`src/rtl/z_axis_bcd.sv`:
```
// z_axis_bcd: sequential 16-bit binary to 5-digit BCD converter (double dabble).
// A conversion takes 16 shift cycles plus one DONE cycle. The digit and sign
// outputs are registered and only change when a conversion completes, so the
// display never sees partial results.
// Optional build macro: Z_AXIS_SIGNED_EN treats bin as two's complement and
// converts its magnitude, reporting the sign on z_axis_sign. When the macro is
// undefined, bin is unsigned and z_axis_sign stays 0.
module z_axis_bcd (
  input  logic        clk,
  input  logic        reset,
  input  logic        start,
  input  logic [15:0] bin,
  output logic        busy,
  output logic        done,
  output logic        z_axis_sign,
  output logic [3:0]  z_axis_ten_thousands,
  output logic [3:0]  z_axis_thousands,
  output logic [3:0]  z_axis_hundreds,
  output logic [3:0]  z_axis_tens,
  output logic [3:0]  z_axis_units
);

  localparam logic [1:0] S_IDLE    = 2'd0;
  localparam logic [1:0] S_CONVERT = 2'd1;
  localparam logic [1:0] S_DONE    = 2'd2;

  logic [1:0]  state;
  logic [4:0]  cnt;       // remaining shift iterations
  logic [35:0] sr;        // [35:16] five BCD nibbles, [15:0] binary operand
  logic        z_sign;    // sign captured at accept time
  logic [15:0] operand;   // value loaded into the binary part of sr
  logic        operand_neg;
  logic [35:0] sr_next;

`ifdef Z_AXIS_SIGNED_EN
  // Magnitude of a two's complement input; -32768 wraps to 16'h8000, which is
  // the correct unsigned magnitude 32768.
  assign operand_neg = bin[15];
  assign operand     = bin[15] ? (~bin + 16'd1) : bin;
`else
  assign operand_neg = 1'b0;
  assign operand     = bin;
`endif

  // One double-dabble step: correct every BCD nibble >= 5, then shift left.
  always_comb begin
    // NOTE: assign a default before any conditional update so no latch is inferred.
    sr_next = sr;
    for (int i = 0; i < 5; i++) begin
      if (sr_next[16+4*i +: 4] >= 4'd5) begin
        sr_next[16+4*i +: 4] = sr_next[16+4*i +: 4] + 4'd3;
      end
    end
    sr_next = {sr_next[34:0], 1'b0};
  end

  // Control FSM, shift register and registered outputs.
  always_ff @(posedge clk) begin
    // NOTE: state uses non-blocking assignments so every register updates from pre-edge values.
    if (reset) begin
      state                <= S_IDLE;
      cnt                  <= 5'd0;
      sr                   <= 36'd0;
      z_sign               <= 1'b0;
      done                 <= 1'b0;
      z_axis_sign          <= 1'b0;
      z_axis_ten_thousands <= 4'd0;
      z_axis_thousands     <= 4'd0;
      z_axis_hundreds      <= 4'd0;
      z_axis_tens          <= 4'd0;
      z_axis_units         <= 4'd0;
    end else begin
      done <= 1'b0;
      case (state)
        S_IDLE: begin
          if (start) begin
            sr     <= {20'd0, operand};
            cnt    <= 5'd16;
            z_sign <= operand_neg;
            state  <= S_CONVERT;
          end
        end
        S_CONVERT: begin
          sr  <= sr_next;
          cnt <= cnt - 5'd1;
          if (cnt == 5'd1) begin
            state <= S_DONE;
          end
        end
        S_DONE: begin
          z_axis_ten_thousands <= sr[35:32];
          z_axis_thousands     <= sr[31:28];
          z_axis_hundreds      <= sr[27:24];
          z_axis_tens          <= sr[23:20];
          z_axis_units         <= sr[19:16];
          z_axis_sign          <= z_sign;
          done                 <= 1'b1;
          state                <= S_IDLE;
        end
        default: begin
          state <= S_IDLE;
        end
      endcase
    end
  end

  // Busy covers both the shift phase and the output-update cycle.
  assign busy = (state != S_IDLE);

endmodule

```
`config.mk`:
```
export PLATFORM = sky130hd
export DESIGN_NAME = z_axis_bcd
export DESIGN_NICKNAME = d
export VERILOG_FILES = /design/src/rtl/z_axis_bcd.sv
export SDC_FILE = /design/constraint.sdc
export NUM_CORES = 1
export LEC_CHECK = 0
export ABC_AREA = 1
export BUFFER_PORTS_ARGS = -buffer_cell sky130_fd_sc_hd__buf_2
export CAP_MARGIN = 40
export CELL_PAD_IN_SITES_DETAIL_PLACEMENT = 1
export CELL_PAD_IN_SITES_GLOBAL_PLACEMENT = 2
export CORE_MARGIN = 8
export CORE_UTILIZATION = 34
export DETAILED_ROUTE_END_ITERATION = 8
export GPL_TIMING_DRIVEN = 0
export HOLD_SLACK_MARGIN = 0.03
export PLACE_DENSITY = 0.79
export REMOVE_ABC_BUFFERS = 1
export SYNTH_ARGS = -nofsm -noshare
export SYNTH_HDL_FRONTEND = slang
export SYNTH_SLANG_ARGS = --single-unit
```
`constraint.sdc`:
```
create_clock -name clk -period 3.8 [get_ports clk]
set_clock_uncertainty 0.15 [all_clocks]
set_input_delay 1.14 -clock clk [delete_from_list [all_inputs] [get_ports clk]]
set_output_delay 1.14 -clock clk [all_outputs]
set_load 0.005 [all_outputs]
```
# Yosys cells after proc, flatten, opt, wreduce, memory -nomap -nowiden
# Index checks and enable logic that the tools add are counted.
[op_classes] order_cmp=5 n_addsub=6 eq_ne=5 mux=13 reduce_logical=5
[ops] cell="case mux 36 bit (2 select lines)" count=1
[ops] cell="two-way mux 36 bit" count=1
[ops] cell=">= comparator 4 x 3 -> 1 bit (second input constant)" count=5
[ops] cell="adder 4 x 2 -> 4 bit (second input constant)" count=4
[ops] cell="two-way mux 4 bit" count=4
[ops] cell="case mux 5 bit (2 select lines)" count=1
[ops] cell="equality test 5 x 1 -> 1 bit (second input constant)" count=1
[ops] cell="two-way mux 5 bit" count=1
[ops] cell="subtractor 5 x 1 -> 5 bit (second input constant)" count=1
[ops] cell="two-way mux 2 bit" count=2
[ops] cell="!= test 2 bit (second input constant)" count=2
[ops] cell="case mux 2 bit (2 select lines)" count=1
[ops] cell="AND reduction 2 bit" count=2
[ops] cell="nonzero test 2 bit" count=2
[ops] cell="adder 3 x 2 -> 3 bit (second input constant)" count=1
[ops] cell="two-way mux 3 bit" count=1
[ops] cell="equality test 2 x 1 -> 1 bit (second input constant)" count=1
[ops] cell="equality test 2 bit (second input constant)" count=1
[ops] cell="logical NOT 2 bit" count=1
[ops] cell="two-way mux 1 bit" count=1
[word_totals] wordCells=43 input_bits=19 out_inout_bits=23 reg_bits=64

# Longest topological paths before layout
[logic_depth] ltp_word=3 ltp_mapped=9 ltp_nobuf=9

# Worst setup path before layout
# Ideal clock, no wire load.
[synth_path] kind="in2reg" startpoint="input port reset" endpoint="register z_axis_hundreds[3]" path_slack_ns=1.773 required_time_ns=3.580 setup_time_ns=0.070 arrival_time_ns=1.807 n_path_buf=2 cell_stages=5 cell_sequence="clkbuf_1 -> inv_1 -> clkbuf_1 -> o21ai_0 -> a21oi_1"
[synth_rtl] element="start: declaration" line="10" text="input logic reset,"
[synth_rtl] element="end signal: assignment" line="93" text="z_axis_hundreds <= sr[27:24];"
[synth_rtl] element="end: declaration" line="18" text="output logic [3:0] z_axis_hundreds,"

==> summary.md <==
| Metric | Value |
|---|---|
| Grt ovf | `0` |
| Nets | `roughly 470` |
| Die W | `approximately 110 µm` |
| Final hold vios | `0` |
| Worst R2R Start | `state[1]` |
| Crit-path slowest cell | `buf_2` |
| Worst-Skew Late Latency | `roughly 0.34 ns` |
| I/O Buffers | `40` |
| Post-synthesis sequential area ratio | `43.4%` |
| Largest cells by area after synthesis | `dfxtp_1 43%, nand2_1 15%, a21oi_1 6.1%` |
| Vias | `between 2000 and 3000` |
| Share of post-route cells with drive strength above 1 | `between 10% and 20%` |
| Crit-path max cell delay | `between 0.5 and 0.6 ns` |
| Total leakage power | `approximately 1.5 nW` |
| DRC violations left | `0` |
| Die area | `11900 µm²` |
| Crit Path Max Fanout | `33` |
| CTS Hold Buffers Added | `0` |
| Vias/cell | `between 4 and 5` |
| Crit end category | `flip-flop` |
| Clock slew at reported path FFs | `~0.070 ns` |
| Final Setup Violations | `0` |
| Clock sink count | `64` |
| Yosys top cell by area | `dfxtp_1` |
| Post-Route WL | `7390 µm` |
| First-pass GRT wire length | `12400 µm` |
| Worst R2R Path Depth | `7` |
| WHS Path Cells | `2` |
| Critical-path cell list | `buf_2, inv_1, buf_16, o21ai_0, a21oi_1` |
| Seq cells post-synth | `64` |
| Max-slew violations | `0` |
| Sequential cell area | `1280 µm²` |
| Clock tree root driver cell | `clkbuf_8` |
| CTS tree | `built` |
| Cell Pwr Density | `432 nW/µm²` |
| Synth warn | `0` |
| Dominant cell by count in the synthesized netlist | `nand2_1` |
| Util after Layout | `39.9%` |
| Crit path capture | `z_axis_hundreds[0]` |
| Mapped Area | `approximately 2900 µm²` |
| Main synth FF type | `dfxtp_1` |
| I/O pin cnt | `42` |
| Multi-input combinational cell area | `between 1000 and 1500 µm²` |
| Crit path required time | `between 3 and 4 ns` |
| Commonest cells post-synth | `114 x nand2_1, 64 x dfxtp_1, 38 x nor2_1` |
| Max-Cap Viols | `0` |
| DR WL met3 | `approximately 330 µm` |
| Setup TNS | `0 ns` |
| Die Height | `~110 µm` |
| Flop-to-flop setup slack | `2.04 ns` |
| CTS H-tree depth | `3` |
| R2r endpoint | `sr[24]` |
| Startpoint type of the worst setup path | `input port` |
| Syn-to-layout area delta | `15.6%` |
| Critical Path AT | `roughly 2.5 ns` |
| Inserted Diodes | `0` |
| Status | `finished clean` |
| Std-Cell Rows | `34` |
| Clk buf depth | `2` |
| Hold Crit Class | `reg2reg` |
| Largest net degree at the start of global routing | `43` |
| Initial antenna violation count | `0` |
| WHS | `about 0.32 ns` |
| M1 WL | `3580 µm` |
| Synth top area share | `approximately 43%` |
| Post-Synthesis Cells | `410` |
| Crit path kind | `in2reg` |
| Vias in the first global route | `2668` |
| Starting Density | `34.5%` |
| Fin crit share | `about two thirds` |
| RSZ-0062 raised after global routing | `no` |
| Avg Cell Area, Syn | `7.19 µm²` |
| Initial DRC count | `49` |
| Drt first pass iters | `4` |
| Total track usage | `13.0%` |
| Asr flop ratio synth | `0%` |
| DR WL met2 | `3350 µm` |
| Tightest Pin Transition | `approximately 0.66 ns` |
| Core Area | `around 8600 µm²` |
| Hpwl dp | `between 5000 and 6000 µm` |
| Setup bufs post-CTS | `0` |
| Total CTS buffers | `9` |
| # fillers | `approximately 1100` |
| CP startpoint | `reset` |
| Gpl congestion | `slightly below 0.8` |
| Unique masters post-synth | `26` |
| F_max | `405 MHz` |
| Post-CTS resize count | `0` |
| Detail Route Antenna Nets | `0` |
| Number of flops mapped to enable cells by yosys | `0` |
| Max_slew headroom | `55.7%` |
| Maximum vdd drop | `approximately 200 µV` |
| Wirelength per Cell | `13.3 µm` |
| DR top layer | `met4` |
| Post-route minimum period | `approximately 2.5 ns` |
==> logic make-up (layout without fill, tap and decap cells) <==
group / Yosys count / after routing / share of synthesized area (%)
and+or+nand+nor: 200 / 200 / 28.6
AOI/OAI and AO/OA: 76 / 76 / 13.7
DFF: 64 / 64 / 43.4
buffers and inverters: 57 / 95 / 9.04
adders and majority gates: 12 / 12 / 5.09
other: 1 / 1 / 0.127
==> per-layer routing <==
metal  GRT usage [%]  up-vias
met5               0        -
met4            6.45        0
met3            3.19       13
met2            21.4       43
met1            15.5     1258
li1                -     1400
==> critical path: cells and delay by family <==
kind	cells	cell delay, ns
buffers and inverters	3	1.23
AOI/OAI and AO/OA	2	0.14
==> final cells by class <==
type,instances,area share (%)
multi-input combinational,289,41.1
sequential,64,37.6
timing repair buffer,41,6.68
clock buffer,14,5.36
inverter,38,4.29
tap,108,3.96
clock inverter,2,1.03
==> registers in the layout, indices dropped and copies added, names as in the netlist <==
register and count:
done 1, z_axis_thousands 4, state 2, z_axis_units 4, sr 36, z_axis_hundreds 4, cnt 5, z_axis_ten_thousands 4
z_axis_tens 4
==> layout by cell type (no fill, tap or decap), types with 5 or more instances in the layout <==
master / count
nor2_1: 38
ha_1: 12
buf_2: 40
dfxtp_1: 64
nand2_1: 114
clkbuf_8: 13
nand4_1: 10
inv_1: 33
nand3_1: 31
o21ai_0: 26
a31oi_1: 8
a21oi_1: 36
o211ai_1: 5
==> worst min-delay path by stage <==
| stage | startpoint | to | slack, ns |
|---|---|---|---|
| 6_report | sr[0] | sr[0] | 0.32 |
| 5_1_grt | sr[33] | sr[33] | 0.33 |
| 4_1_cts | sr[0] | sr[0] | 0.33 |
| 3_5_place_dp | sr[0] | sr[0] | 0.31 |
| 3_3_place_gp | sr[0] | sr[0] | 0.30 |
| 2_1_floorplan | sr[0] | sr[0] | 0.28 |
==> per-stage QoR <==
stage / setup slack, ns / power, mW / cell area (µm²) / cells
6_report: 1.33 / 1.47 / 3410 / 556
5_1_grt: 1.15 / 1.54 / 3410 / 556
4_1_cts: 1.28 / 1.50 / 3410 / 556
3_5_place_dp: 0.913 / 0.853 / 3190 / 540
3_3_place_gp: 0.737 / 0.846 / 3160 / 539
2_1_floorplan: 1.80 / 0.798 / 2830 / 391
==> power by group <==
part           switching (mW)  internal (mW)
combinational          0.0829         0.0420
clock                   0.265          0.374
sequential             0.0149          0.693
total                   0.363           1.11
(Power assumes the default switching activity.)
